**config.mk**
```make
export PLATFORM = sky130hd
export DESIGN_NAME = guess_game_ctrl_flat
export DESIGN_NICKNAME = d
export VERILOG_FILES = /design/src/rtl/guess_game_pkg.sv /design/src/rtl/guess_game_if.sv /design/src/rtl/game_lfsr.sv /design/src/rtl/guess_game_ctrl.sv /design/src/flat_wrapper.sv
export SDC_FILE = /design/constraint.sdc
export NUM_CORES = 1
export LEC_CHECK = 0
export ABC_AREA = 1
export BUFFER_PORTS_ARGS = -buffer_cell sky130_fd_sc_hd__buf_2
export CAP_MARGIN = 0
export CORE_ASPECT_RATIO = 0.5
export CORE_MARGIN = 2
export CORE_UTILIZATION = 25
export DETAILED_ROUTE_END_ITERATION = 7
export HOLD_SLACK_MARGIN = 0.02
export PLACE_DENSITY = 0.43
export SLEW_MARGIN = 20
export SYNTH_ARGS = -nofsm -noshare
export SYNTH_HDL_FRONTEND = slang
export SYNTH_SLANG_ARGS = --single-unit
```
**constraint.sdc**
```tcl
create_clock -name clk -period 3.36 [get_ports clk]
set_clock_uncertainty 0.2 [all_clocks]
set_input_delay 1.008 -clock clk [delete_from_list [all_inputs] [get_ports clk]]
set_output_delay 1.008 -clock clk [all_outputs]
set_load 0.005 [all_outputs]
```
**src/rtl/guess_game_pkg.sv**
```systemverilog
// Shared types and constants for the 2-bit number-guessing game controller.
package guess_game_pkg;

    localparam int unsigned GUESS_W = 2;
    localparam int unsigned LFSR_W  = 4;
    localparam int unsigned TAP_HI  = 3;
    localparam int unsigned TAP_LO  = 2;

    localparam logic [LFSR_W-1:0] DEFAULT_SEED = 4'b1001;

    typedef enum logic [2:0] {
        IDLE,
        ARMED,
        EVAL,
        WIN,
        LOSE
    } state_e;

    // Comparator outputs {eq, gt, lt} are trusted only when exactly one is set.
    function automatic logic is_one_hot(input logic [2:0] v);
        return (v == 3'b001) || (v == 3'b010) || (v == 3'b100);
    endfunction

endpackage

```
**src/rtl/guess_game_if.sv**
```systemverilog
// Player/comparator-facing bundle of the guessing-game controller.
interface guess_game_if
    import guess_game_pkg::*;
#(
    parameter int unsigned TRY_W = 2
) ();

    logic               start;
    logic               guess_valid;
    logic [GUESS_W-1:0] guess;
    logic               cmp_eq;
    logic               cmp_gt;
    logic               cmp_lt;
    logic [GUESS_W-1:0] cmp_a;
    logic [GUESS_W-1:0] cmp_b;
    logic               hint_hi;
    logic               hint_lo;
    logic               win;
    logic               lose;
    logic [TRY_W-1:0]   tries;
    logic               busy;
    logic               cmp_err;

    modport master (
        output start, guess_valid, guess, cmp_eq, cmp_gt, cmp_lt,
        input  cmp_a, cmp_b, hint_hi, hint_lo, win, lose, tries, busy, cmp_err
    );

    modport slave (
        input  start, guess_valid, guess, cmp_eq, cmp_gt, cmp_lt,
        output cmp_a, cmp_b, hint_hi, hint_lo, win, lose, tries, busy, cmp_err
    );

endinterface

```
**src/rtl/game_lfsr.sv**
```systemverilog
// Free-running 4-bit Fibonacci LFSR (x^4 + x^3 + 1); supplies the secret.
module game_lfsr
    import guess_game_pkg::*;
#(
    parameter logic [LFSR_W-1:0] SEED = DEFAULT_SEED
) (
    input  logic              clk,
    input  logic              rst_n,
    output logic [LFSR_W-1:0] lfsr
);

    logic [LFSR_W-1:0] lfsr_q;
    logic [LFSR_W-1:0] lfsr_d;

    // NOTE: combinational next-state uses blocking '='; only the always_ff
    // below uses '<=', so every register samples pre-edge values.
    always_comb begin
        lfsr_d = {lfsr_q[LFSR_W-2:0], lfsr_q[TAP_HI] ^ lfsr_q[TAP_LO]};
    end

    always_ff @(posedge clk or negedge rst_n) begin
        if (!rst_n) begin
            lfsr_q <= SEED;
        end else begin
            lfsr_q <= lfsr_d;
        end
    end

    assign lfsr = lfsr_q;

endmodule

```
**src/rtl/guess_game_ctrl.sv**
```systemverilog
// Guessing-game controller: registers guess/secret for an external 2-bit
// comparator and turns its Eq/Gt/Lt result into win, hint and lose.
module guess_game_ctrl
    import guess_game_pkg::*;
#(
    parameter int unsigned       MAX_TRIES = 3,
    parameter int unsigned       TRY_W     = 2,
    parameter logic [LFSR_W-1:0] SEED      = DEFAULT_SEED
) (
    input  logic         clk,
    input  logic         rst_n,
    guess_game_if.slave  bus
);

    localparam logic [TRY_W-1:0] TRY_LIMIT = TRY_W'(MAX_TRIES);

    logic [LFSR_W-1:0]  lfsr;
    logic               lfsr_unused;
    logic               cmp_ok;

    state_e             state_q;
    logic [GUESS_W-1:0] cmp_a_q;
    logic [GUESS_W-1:0] cmp_b_q;
    logic [TRY_W-1:0]   tries_q;
    logic               hint_hi_q;
    logic               hint_lo_q;
    logic               win_q;
    logic               lose_q;
    logic               busy_q;
    logic               cmp_err_q;

    game_lfsr #(.SEED(SEED)) u_lfsr (
        .clk   (clk),
        .rst_n (rst_n),
        .lfsr  (lfsr)
    );

    // Only the low bits become the secret; the upper bits just keep the sequence long.
    assign lfsr_unused = ^lfsr[LFSR_W-1:GUESS_W];
    assign cmp_ok      = is_one_hot({bus.cmp_eq, bus.cmp_gt, bus.cmp_lt});

    always_ff @(posedge clk or negedge rst_n) begin
        if (!rst_n) begin
            state_q   <= IDLE;
            cmp_a_q   <= '0;
            cmp_b_q   <= '0;
            tries_q   <= '0;
            hint_hi_q <= 1'b0;
            hint_lo_q <= 1'b0;
            win_q     <= 1'b0;
            lose_q    <= 1'b0;
            busy_q    <= 1'b0;
            cmp_err_q <= 1'b0;
        end else if (bus.start && (state_q != EVAL)) begin
            // Restart from any non-EVAL state; beats a same-cycle guess in ARMED.
            cmp_b_q   <= lfsr[GUESS_W-1:0];
            tries_q   <= '0;
            hint_hi_q <= 1'b0;
            hint_lo_q <= 1'b0;
            win_q     <= 1'b0;
            lose_q    <= 1'b0;
            busy_q    <= 1'b1;
            state_q   <= ARMED;
        end else begin
            case (state_q)
                ARMED: begin
                    if (bus.guess_valid) begin
                        cmp_a_q <= bus.guess;
                        tries_q <= tries_q + 1'b1;
                        state_q <= EVAL;
                    end
                end
                EVAL: begin
                    if (!cmp_ok) begin
                        cmp_err_q <= 1'b1;
                    end
                    if (cmp_ok && bus.cmp_eq) begin
                        win_q     <= 1'b1;
                        hint_hi_q <= 1'b0;
                        hint_lo_q <= 1'b0;
                        busy_q    <= 1'b0;
                        state_q   <= WIN;
                    end else begin
                        // A faulty comparator result counts as a miss but leaves hints alone.
                        if (cmp_ok) begin
                            hint_hi_q <= bus.cmp_gt;
                            hint_lo_q <= bus.cmp_lt;
                        end
                        if (tries_q == TRY_LIMIT) begin
                            lose_q  <= 1'b1;
                            busy_q  <= 1'b0;
                            state_q <= LOSE;
                        end else begin
                            state_q <= ARMED;
                        end
                    end
                end
                default: ;
            endcase
        end
    end

    assign bus.cmp_a   = cmp_a_q;
    assign bus.cmp_b   = cmp_b_q;
    assign bus.tries   = tries_q;
    assign bus.hint_hi = hint_hi_q;
    assign bus.hint_lo = hint_lo_q;
    assign bus.win     = win_q;
    assign bus.lose    = lose_q;
    assign bus.busy    = busy_q;
    assign bus.cmp_err = cmp_err_q;

endmodule

```
**src/flat_wrapper.sv**
```systemverilog
// flat-port wrapper written by rule: the top's interface ports become plain ports
module guess_game_ctrl_flat import guess_game_pkg::*;
#(
    parameter int unsigned       MAX_TRIES = 3,
    parameter int unsigned       TRY_W     = 2,
    parameter logic [LFSR_W-1:0] SEED      = DEFAULT_SEED
)
  (clk, rst_n, bus_start, bus_guess_valid, bus_guess, bus_cmp_eq, bus_cmp_gt, bus_cmp_lt, bus_cmp_a, bus_cmp_b, bus_hint_hi, bus_hint_lo, bus_win, bus_lose, bus_tries, bus_busy, bus_cmp_err);
  guess_game_if #(.TRY_W(TRY_W)) bus_i ();
  input  logic clk;
  input  logic rst_n;
  input wire logic [$bits(bus_i.start)-1:0] bus_start;
  input wire logic [$bits(bus_i.guess_valid)-1:0] bus_guess_valid;
  input wire logic [$bits(bus_i.guess)-1:0] bus_guess;
  input wire logic [$bits(bus_i.cmp_eq)-1:0] bus_cmp_eq;
  input wire logic [$bits(bus_i.cmp_gt)-1:0] bus_cmp_gt;
  input wire logic [$bits(bus_i.cmp_lt)-1:0] bus_cmp_lt;
  output wire logic [$bits(bus_i.cmp_a)-1:0] bus_cmp_a;
  output wire logic [$bits(bus_i.cmp_b)-1:0] bus_cmp_b;
  output wire logic [$bits(bus_i.hint_hi)-1:0] bus_hint_hi;
  output wire logic [$bits(bus_i.hint_lo)-1:0] bus_hint_lo;
  output wire logic [$bits(bus_i.win)-1:0] bus_win;
  output wire logic [$bits(bus_i.lose)-1:0] bus_lose;
  output wire logic [$bits(bus_i.tries)-1:0] bus_tries;
  output wire logic [$bits(bus_i.busy)-1:0] bus_busy;
  output wire logic [$bits(bus_i.cmp_err)-1:0] bus_cmp_err;
  assign bus_i.start = bus_start;
  assign bus_i.guess_valid = bus_guess_valid;
  assign bus_i.guess = bus_guess;
  assign bus_i.cmp_eq = bus_cmp_eq;
  assign bus_i.cmp_gt = bus_cmp_gt;
  assign bus_i.cmp_lt = bus_cmp_lt;
  assign bus_cmp_a = bus_i.cmp_a;
  assign bus_cmp_b = bus_i.cmp_b;
  assign bus_hint_hi = bus_i.hint_hi;
  assign bus_hint_lo = bus_i.hint_lo;
  assign bus_win = bus_i.win;
  assign bus_lose = bus_i.lose;
  assign bus_tries = bus_i.tries;
  assign bus_busy = bus_i.busy;
  assign bus_cmp_err = bus_i.cmp_err;
  guess_game_ctrl #(.MAX_TRIES(MAX_TRIES), .TRY_W(TRY_W), .SEED(SEED)) u_core (.clk(clk), .rst_n(rst_n), .bus(bus_i));
endmodule
```
; Yosys cells after proc, flatten, opt, wreduce, memory -nomap -nowiden
; Cells that the tools add are included.
[totals]
register_bits = 19
inputBits = 9
output_inout_bits = 12
word_cells = 71
[op_classes]
add_sub_neg = 1
eq_ne = 9
mux = 27
bitwise = 3
n_reduce_logical = 20
[ops]
columns = op, count
row1 = $mux W1, 19
row2 = $mux W3, 4
row3 = $reduce_and A2 Y1, 5
row4 = $reduce_bool A2 Y1, 5
row5 = $reduce_and A3 Y1, 3
row6 = $reduce_bool A3 Y1, 3
row7 = $eq A3 B1 Y1 const B, 2
row8 = $eq A3 B2 Y1 const B, 2
row9 = $mux W2, 3
row10 = $ne A3 B2 Y1 const B, 2
row11 = $pmux W3 S2, 1
row12 = $eq A3 B3 Y1 const B, 1
row13 = $add A2 B1 Y2 const B, 1
row14 = $eq A2 B2 Y1 const B, 1
row15 = $logic_and A1 B1 Y1, 2
row16 = $logic_or A1 B1 Y1, 2
row17 = $ne A2 B1 Y1 const B, 1
row18 = $not A1 Y1, 2
row19 = $xor A1 B1 Y1, 1

; Longest topological paths before layout
; Gate-level depths: netlist of the first run.
[depth]
depth_word = 7
depth_mapped = 7
mapped_depth_nobuf = 7

; Hierarchy
; From an unflattened synthesis of the first run, not the netlist that was laid out.
[unflattened]
hier_cells = 91
area_unflattened_um2 = 838.3
[modules_own_cells]
columns = mod, instances, cells_each, area_per_inst_um2, seq_area_each_um2
row1 = guess_game_ctrl, 1, 79, 694.4, 375.4
row2 = game_lfsr, 1, 12, 143.9, 102.6

; Least setup slack after synthesis of the first run
; Ideal clock, no wire load.
[synth_path]
kind = input -> register
start = input bus_cmp_lt
end = register u_core.hint_hi_q, in the netlist u_core.bus.hint_hi
setup_time_ns = 0.116
arrival_ns = 1.490
required_ns = 3.044
slack_ns = 1.554
path_stages = 6
path_buffers = 0
path_cell_list = inv_1 -> nand3_1 -> nand3_4 -> nand2_1 -> nand2_1 -> nand2_1
[synth_via]
elab_chain_cells = 7
elab_cells_between_ends = 11
cone_classes = 3 x eq/ne / 3 x mux / 5 x reduce/logical
[synth_lines]
columns = item, line
row1 = "start, declared", flat_wrapper.sv:17  ; input wire logic [$bits(bus_i.cmp_lt)-1:0] bus_cmp_lt;
row2 = $eq A3 B1 Y1 or $eq A3 B2 Y1 (tied branches), guess_game_pkg.sv:21  ; return (v == 3'b001) || (v == 3'b010) || (v == 3'b100);
row3 = $logic_or A1 B1 Y1, guess_game_pkg.sv:21
row4 = $logic_or A1 B1 Y1 *, guess_game_pkg.sv:21
row5 = $logic_and A1 B1 Y1, guess_game_ctrl.sv:77  ; if (cmp_ok && bus.cmp_eq) begin
row6 = $mux W1, guess_game_ctrl.sv:77
row7 = $mux W1, guess_game_ctrl.sv:65  ; case (state_q)
row8 = $mux W1, guess_game_ctrl.sv:54  ; end else if (bus.start && (state_q != EVAL)) begin
row9 = "end signal, assigned", guess_game_ctrl.sv:86  ; hint_hi_q <= bus.cmp_gt;
row10 = "end, declared", guess_game_ctrl.sv:25  ; logic hint_hi_q;
; Mark *: on every way between the ends. The rest lies on a longest branch, timed or not. The select of a mux whose other input is x is not followed.
; A chain may end at the register's enable or synchronous reset.

; Worst setup path after layout of the first run
[layout_path]
start = register u_core.tries_q[0], in the netlist u_core.bus.tries[0]
end = output bus_tries[0]
[layout_rtl]
columns = item, line
row1 = "start, declared", guess_game_ctrl.sv:24  ; logic [TRY_W-1:0] tries_q;
row2 = "start signal, assigned", guess_game_ctrl.sv:69  ; tries_q <= tries_q + 1'b1;
row3 = "end, declared", flat_wrapper.sv:24  ; output wire logic [$bits(bus_i.tries)-1:0] bus_tries;
; No word-level cell between the ends.

==> qor.yml, run 1 <==
logic_synthesis:
  avgSynthCellArea_um2: 9.39
  netlist.top_cell.by_area: "dfrtp_1"
  synth_cells: 89
  synth.most_common_cell: "nand2_1"
  synthTopCellsByArea: "dfrtp_1 (51%), nand2_1 (15%), dfstp_2 (6.3%)"
  yosysSeqAreaShare: 0.572
  synth_edf_count: 0
  syn_nets: 99
  yosys.cell_types.count: 17
  mappedNetlistArea_um2: 836
  yosys_warnings: 0
  synth-main-ff-cell: "dfrtp_1"
  async_flop_share: 1.00
  synthTopCellsByCount: "nand2_1 (33), dfrtp_1 (17), inv_1 (9), nand3_1 (7), nor2_1 (5)"
  synth_top_area_share: 0.509
  yosys_register_bits: 19
clock_network:
  cts_tree: "yes"
  postCtsSetupBuffers: 0
  clkTransAtPathRegs_ps: 70
  postCtsHoldBufs: 0
  numCtsBuffers: 3
  post_cts_resized: 0
  clock_path_buffers: 2
  worst_skew_pair.late_latency_ps: 250
  clkSinkCount: 19
  cts_root_buf: "clkbuf_8"
  htreeDepth: 1
route:
  drc_errors: 0
  avgViaCountPerCell: 3.99
  routed_wl_um: 1560
  final_antenna_net_count: 0
  top_layer: "met3"
  drt-met1-wl_um: 804
  drt_iter0_drc: 14
  dr_wl_met3_um: 66
  dr.pass1.iters: 4
  detail_route.wl_per_cell_um: 10.2
  vias: 611
  route.met2.wl_um: 689
place:
  placed_area_um2: 986
  gp_congestion: 0.728
  hpwlAfterDp_um: 1210
  io_buffers: 20
worst_hold_path:
  min_path_type: "register to register"
  holdCritStartpoint: "u_core.u_lfsr.lfsr[2]$_DFF_PN0_"
pwr:
  combPwrFrac: 0.176
  power.leakage_nw: 0.579
  p_total_mw: 0.517
  swShare: 0.285
  power_density_mw_per_mm2: 500
  vdd_ir_drop_max_uv: 161
  power_frac_clock: 0.315
  p_int_mw: 0.370
  sequentialPowerShare: 0.509
  switchingPower_mw: 0.147
final_layout:
  drive_gt1_frac: 0.310
  area_growth_pct: 23.8
  final_cell_area_mm2: 0.00103
  fin_nets: 124
  antenna_cells: 0
  nFillCells: 336
sta:
  timing.final.crit_share: 0.600
  tightestPinTransition_ps: 424
  setup_viol: 0
  min_period_ps: 2020
  hold_violations: 0
  tns_ps: 0
  fmax_ghz: 0.496
  maxSlewHeadroom: 0.717
  slew_viol_final: 0
  rsz0062_at_grt: "false"
setup_path:
  reg2reg_from: "u_core.state_q[0]$_DFFE_PN0P_"
  path_cells: "buf_2"
  cp-startpoint: "u_core.bus.tries[0]$_DFFE_PN0P_"
  crit_type: "register to output port"
  worstSetupStartpointType: "register"
  critPathBufInv: 1
  worstSetupEndpointType: "output port"
  worst_path_dominant_cell_family: "flip-flops"
  cp.required_ps: 2150
  cp.arrival_ps: 810
  cpPeakStageDelay_ps: 410
  path_max_fanout: 4
  cp_slowest_cell: "dfrtp_1"
floorplan:
  initial_core_util: 0.270
  fp.dieArea_mm2: 0.00385
  num_rows: 14
  io_pins: 21
  fp.dieW_um: 85.8
  core_mm2: 0.00310
  die_y_um: 44.9
grt:
  grt_usage: 0.0936
  grt_max_degree: 20
  grt_pass1_vias: 592
  antenna_found_initial: 0
  grt_pass1_wl_um: 2690
  grt-ovfl-total: 0
run:
  max_cap_violations: 0
outcome:
  status: "finished clean"
## metal layers
| layer | up-vias | track usage |
|---|---|---|
| met3 | 0 | 0.0402 |
| met5 | - | 0 |
| li1 | 322 | - |
| met2 | 11 | 0.142 |
| met1 | 278 | 0.123 |
| met4 | 0 | 0.0286 |
## cell families after synthesis
group                    Yosys count  synth area share
AND/OR/NAND/NOR                   52             0.323
flip-flops                        19             0.572
buffers and inverters             11            0.0494
AO/OA/AOI/OAI                      5            0.0299
XOR/XNOR                           1            0.0105
adder cells (fa/ha/maj)            1            0.0150
## path summary, 6_finish.rpt
kind,endpoint,slack [ps],depth (start not counted)
worst max-delay path,bus_tries[0],1340,1
max in group asynchronous,u_core.u_lfsr.lfsr[3]$_DFF_PN1_,2150,1
worst min-delay path,u_core.u_lfsr.lfsr[3]$_DFF_PN1_,200,0
min in group asynchronous,u_core.bus.cmp_a[0]$_DFFE_PN0P_,480,1
worst max register to register,u_core.state_q[0]$_DFFE_PN0P_,1960,6
worst min register to register,u_core.u_lfsr.lfsr[3]$_DFF_PN1_,200,0
## through the flow
stage | std cells | hold WS, ps | utilization | setup slack [ps]
5_1_grt | 153 | 209 | 0.334 | 1310
4_1_cts | 153 | 203 | 0.334 | 1320
3_3_place_gp | 149 | 187 | 0.318 | 1350
6_report | 153 | 198 | 0.334 | 1340
3_5_place_dp | 149 | 175 | 0.318 | 1340
2_1_floorplan | 89 | 154 | - | 1550
## registers in the layout, indices dropped and copies added (netlist names)
| signal | cells |
|---|---|
| u_core.u_lfsr.lfsr | 4 |
| u_core.state_q | 3 |
| u_core.bus.cmp_a | 2 |
| u_core.bus.cmp_b | 2 |
| u_core.bus.tries | 2 |
| u_core.bus.busy | 1 |
| u_core.bus.cmp_err | 1 |
| u_core.bus.hint_hi | 1 |
| u_core.bus.hint_lo | 1 |
| u_core.bus.lose | 1 |
| u_core.bus.win | 1 |
## cell usage in the layout, fill, tap and decap left out, drive strengths merged
| cell type | Yosys | layout |
|---|---|---|
| a21oi | 1 | 1 |
| buf | 0 | 20 |
| clkbuf | 0 | 3 |
| clkinvlp | 0 | 1 |
| dfrtp | 17 | 17 |
| dfstp | 2 | 2 |
| ha | 1 | 1 |
| inv | 11 | 11 |
| nand2 | 34 | 34 |
| nand2b | 1 | 1 |
| nand3 | 10 | 10 |
| nor2 | 7 | 7 |
| o21ai | 4 | 4 |
| xor2 | 1 | 1 |
## area by class of cell
cell class / instances / area, um2 / area share
clock buffers: 3 / 41.3 / 0.0399
well taps: 40 / 50.0 / 0.0484
multi-input cells: 59 / 317 / 0.306
repair buffers: 20 / 100 / 0.0967
inverters: 11 / 41.3 / 0.0399
flip-flops and latches: 19 / 478 / 0.462
clock inverters: 1 / 7.51 / 0.00726
## power by group through the flow
stage	clock, mW	sequential, mW	combinational [mW]
global route	0.181	0.265	0.105
detailed placement	0	0.268	0.0937
CTS	0.170	0.263	0.0940
floorplan	0	0.268	0.0547
global placement	0	0.267	0.0942
finish	0.163	0.263	0.0911
(Power assumes the default switching activity.)
==> inputs of run 2 (changes only) <==
--- a/config.mk
+++ b/config.mk
@@ -5,7 +5,7 @@
 export SDC_FILE = /design/constraint.sdc
 export NUM_CORES = 1
 export LEC_CHECK = 0
-export ABC_AREA = 1
+export ABC_AREA = 0
 export BUFFER_PORTS_ARGS = -buffer_cell sky130_fd_sc_hd__buf_2
 export CAP_MARGIN = 0
 export CORE_ASPECT_RATIO = 0.5
==> constraint.sdc (replaced) <==
create_clock -name clk -period 2 [get_ports clk]
set_clock_uncertainty 0.2 [all_clocks]
set_input_delay 0.6 -clock clk [delete_from_list [all_inputs] [get_ports clk]]
set_output_delay 0.6 -clock clk [all_outputs]
set_load 0.005 [all_outputs]
==> run 2 against run 1 <==
Final cell count shrank 16%. Critical path depth is the same. Clock-buffer cell count is the same. Register-to-register slack lost 1500 ps. Hold slack lost 130 ps. Sequential power grew 67%. Core utilization grew 0.19 points. Critical endpoint is now bus_hint_hi.
==> qor.yml, run 2 <==
outcome:
  status: "finished clean"
pwr:
  combPwrFrac: 0.169  # -0.007
  switchingPower_mw: 0.219  # +49%
  power.leakage_nw: 0.511  # -12%
  vdd_ir_drop_max_uv: 209  # +30%
  p_int_mw: 0.640  # +73%
  sequentialPowerShare: 0.513  # +0.004
  power_frac_clock: 0.318  # +0.003
  swShare: 0.255  # -0.0296
  power_density_mw_per_mm2: 844  # +69%
clock_network:
  postCtsHoldBufs: 0  # unchanged
  postCtsSetupBuffers: 0  # unchanged
  worst_skew_pair.late_latency_ps: 260  # about the same
  htreeDepth: 1  # unchanged
  cts_tree: "yes"
  clkTransAtPathRegs_ps: 80  # about the same
  numCtsBuffers: 3  # unchanged
  cts_root_buf: "clkbuf_8"
  clock_path_buffers: 2  # unchanged
  post_cts_resized: 0  # unchanged
  clkSinkCount: 19  # unchanged
sta:
  tns_ps: 0  # unchanged
  setup_viol: 0  # unchanged
  maxSlewHeadroom: 0.715  # -0.00241
  hold_violations: 0  # unchanged
  rsz0062_at_grt: "false"
  min_period_ps: 1610
  slew_viol_final: 0  # unchanged
  fmax_ghz: 0.623
  timing.final.crit_share: 0.803
  tightestPinTransition_ps: 428  # +3.61 ps
grt:
  grt-ovfl-total: 0  # unchanged
  grt_max_degree: 20  # unchanged
  antenna_found_initial: 0  # unchanged
  grt_pass1_wl_um: 2760  # +2.6%
  grt_pass1_vias: 603  # +1.9%
  grt_usage: 0.0965  # +0.00294
setup_path:
  r2r-end: "u_core.bus.cmp_a[0]$_DFFE_PN0P_"
  worstSetupStartpointType: "register"
  critPathBufInv: 1  # unchanged
  r2r_slack_ps: 430  # -1530 ps
  cp.required_ps: 1200  # -950 ps
  path_max_fanout: 4  # unchanged
  reg2reg_depth: 3  # -3
  cp-startpoint: "u_core.bus.hint_hi$_DFFE_PN0P_"
  cp_slowest_cell: "dfrtp_1"
  cp-endpoint: "bus_hint_hi"
  worst_path_dominant_cell_family: "flip-flops"
  reg2reg_from: "u_core.state_q[2]$_DFFE_PN0P_"
  crit_type: "register to output port"
  cpPeakStageDelay_ps: 410  # about the same
  cp.arrival_ps: 810  # about the same
  path_cells: "buf_2"
  cp.depth: 1  # unchanged
  worstSetupEndpointType: "output port"
run:
  max_cap_violations: 0  # unchanged
logic_synthesis:
  synthTopCellsByCount: "dfrtp_1 (17), nor2_1 (7), a21oi_1 (3), a22o_1 (3), inv_1 (3)"
  yosys_warnings: 0  # unchanged
  synth-main-ff-cell: "dfrtp_1"
  synth_top_area_share: 0.531  # +0.0223
  yosys.cell_types.count: 26  # +9
  yosys_register_bits: 19  # unchanged
  synth.most_common_cell: "dfrtp_1"
  avgSynthCellArea_um2: 12.9  # +38%
  yosysSeqAreaShare: 0.597  # +0.0250
  synth_edf_count: 0  # unchanged
  netlist.top_cell.by_area: "dfrtp_1"
  synth_cells: 62  # -30%
  syn_nets: 72  # -27%
  async_flop_share: 1.00  # unchanged
  synthTopCellsByArea: "dfrtp_1 (53%), dfstp_2 (6.6%), mux2_4 (3.8%)"
  mappedNetlistArea_um2: 801  # -4.2%
floorplan:
  initial_core_util: 0.264  # -0.00533
  fp.dieW_um: 84.0  # -2.0%
  die_y_um: 44.0  # -1.9%
  core_mm2: 0.00303  # -2.3%
  num_rows: 14  # unchanged
  io_pins: 21  # unchanged
  fp.dieArea_mm2: 0.00370  # -3.9%
final_layout:
  fin_nets: 99  # -20%
  nFillCells: 319  # -5.1%
  final_cell_mix: "buf_2 (20), dfrtp_1 (17), nor2_1 (7)"
  area_growth_pct: 27.0
  final_cell_area_mm2: 0.00102  # -1.7%
  seqCellArea_um2: 478  # unchanged
  antenna_cells: 0  # unchanged
  multi_input_area_um2: 307  # -3.2%
  layout_commonest_cell: "buf_2"
  largest_reg_flops: 4  # unchanged
  drive_gt1_frac: 0.420  # +0.111
place:
  hpwlAfterDp_um: 1180  # -2.0%
  placed_area_um2: 968  # -1.8%
  gp_congestion: 0.656  # -9.9%
  io_buffers: 20  # unchanged
route:
  vias: 564  # -7.7%
  detail_route.wl_per_cell_um: 11.9  # +17%
  drc_errors: 0  # unchanged
  drt_iter0_drc: 34  # +20
  final_antenna_net_count: 0  # unchanged
  avgViaCountPerCell: 4.41  # +10%
  routed_wl_um: 1520  # -2.5%
  dr.pass1.iters: 4  # unchanged
worst_hold_path:
  min_path_type: "primary input to async pin"
[run 2: changes by cell type after synthesis, moves of 3 or more]
| cell | previous run | this run |
|---|---|---|
| a22o_1 | 0 | 3 |
| inv_1 | 9 | 3 |
| nand3_1 | 7 | 0 |
| nand2_1 | 33 | 2 |
[run 2: logic make-up (layout without fill, tap and decap cells)]
kind of cell    count (synthesis)  count (layout)  synth area share
compound gates                 16              16             0.141
xor+xnor                        3               3            0.0328
fa+ha+maj                       1               1            0.0156
buf+inv                         4              30            0.0203
flops                          19              19             0.597
mux                             5               5            0.0781
simple gates                   14              14             0.116
[run 2: cell type report]
type / count / area share
clock inverter: 1 / 0.00738
tap: 40 / 0.0492
multi-input combinational: 39 / 0.301
inverter: 3 / 0.0111
sequential: 19 / 0.470
timing repair buffer: 23 / 0.121
clock buffer: 3 / 0.0406
[run 2: power by group through the flow]
stage               clock (mW)  combinational, mW  sequential, mW
floorplan                    0             0.0780           0.450
global placement             0              0.145           0.447
detailed placement           0              0.148           0.449
CTS                      0.289              0.149           0.441
global route             0.307              0.165           0.445
finish                   0.273              0.145           0.440
[run 2: metal layers]
metal / GRT usage / up-vias / wire (um)
met1: 0.114 / 280 / 690
li1: - / 274 / -
met3: 0.0410 / 0 / 53
met2: 0.165 / 10 / 778
met5: 0 / - / 0
met4: 0.0290 / 0 / 0
[run 2: worst min-delay path by stage]
| stage | startpoint | to | slack (ps) | cells after the start |
|---|---|---|---|---|
| global placement | u_core.u_lfsr.lfsr[1]$_DFF_PN0_ | u_core.u_lfsr.lfsr[2]$_DFF_PN0_ | 180 | 0 |
| floorplan | rst_n | u_core.bus.busy$_DFFE_PN0P_ | 100 | 0 |
| finish | rst_n | u_core.u_lfsr.lfsr[2]$_DFF_PN0_ | 70 | 1 |
| detailed placement | u_core.u_lfsr.lfsr[1]$_DFF_PN0_ | u_core.u_lfsr.lfsr[2]$_DFF_PN0_ | 180 | 0 |
| global route | rst_n | u_core.u_lfsr.lfsr[1]$_DFF_PN0_ | 90 | 1 |
| CTS | rst_n | u_core.u_lfsr.lfsr[2]$_DFF_PN0_ | 80 | 1 |
[run 2: stage by stage]
step	hold WS (ps)	util	setup slack, ps	std cells	power (mW)
finish	69.1	0.336	395	128	0.859
floorplan	104	-	379	62	0.528
global placement	178	0.320	272	124	0.592
detailed placement	176	0.320	260	124	0.597
CTS	80.1	0.336	380	128	0.879
global route	94.6	0.336	351	128	0.917
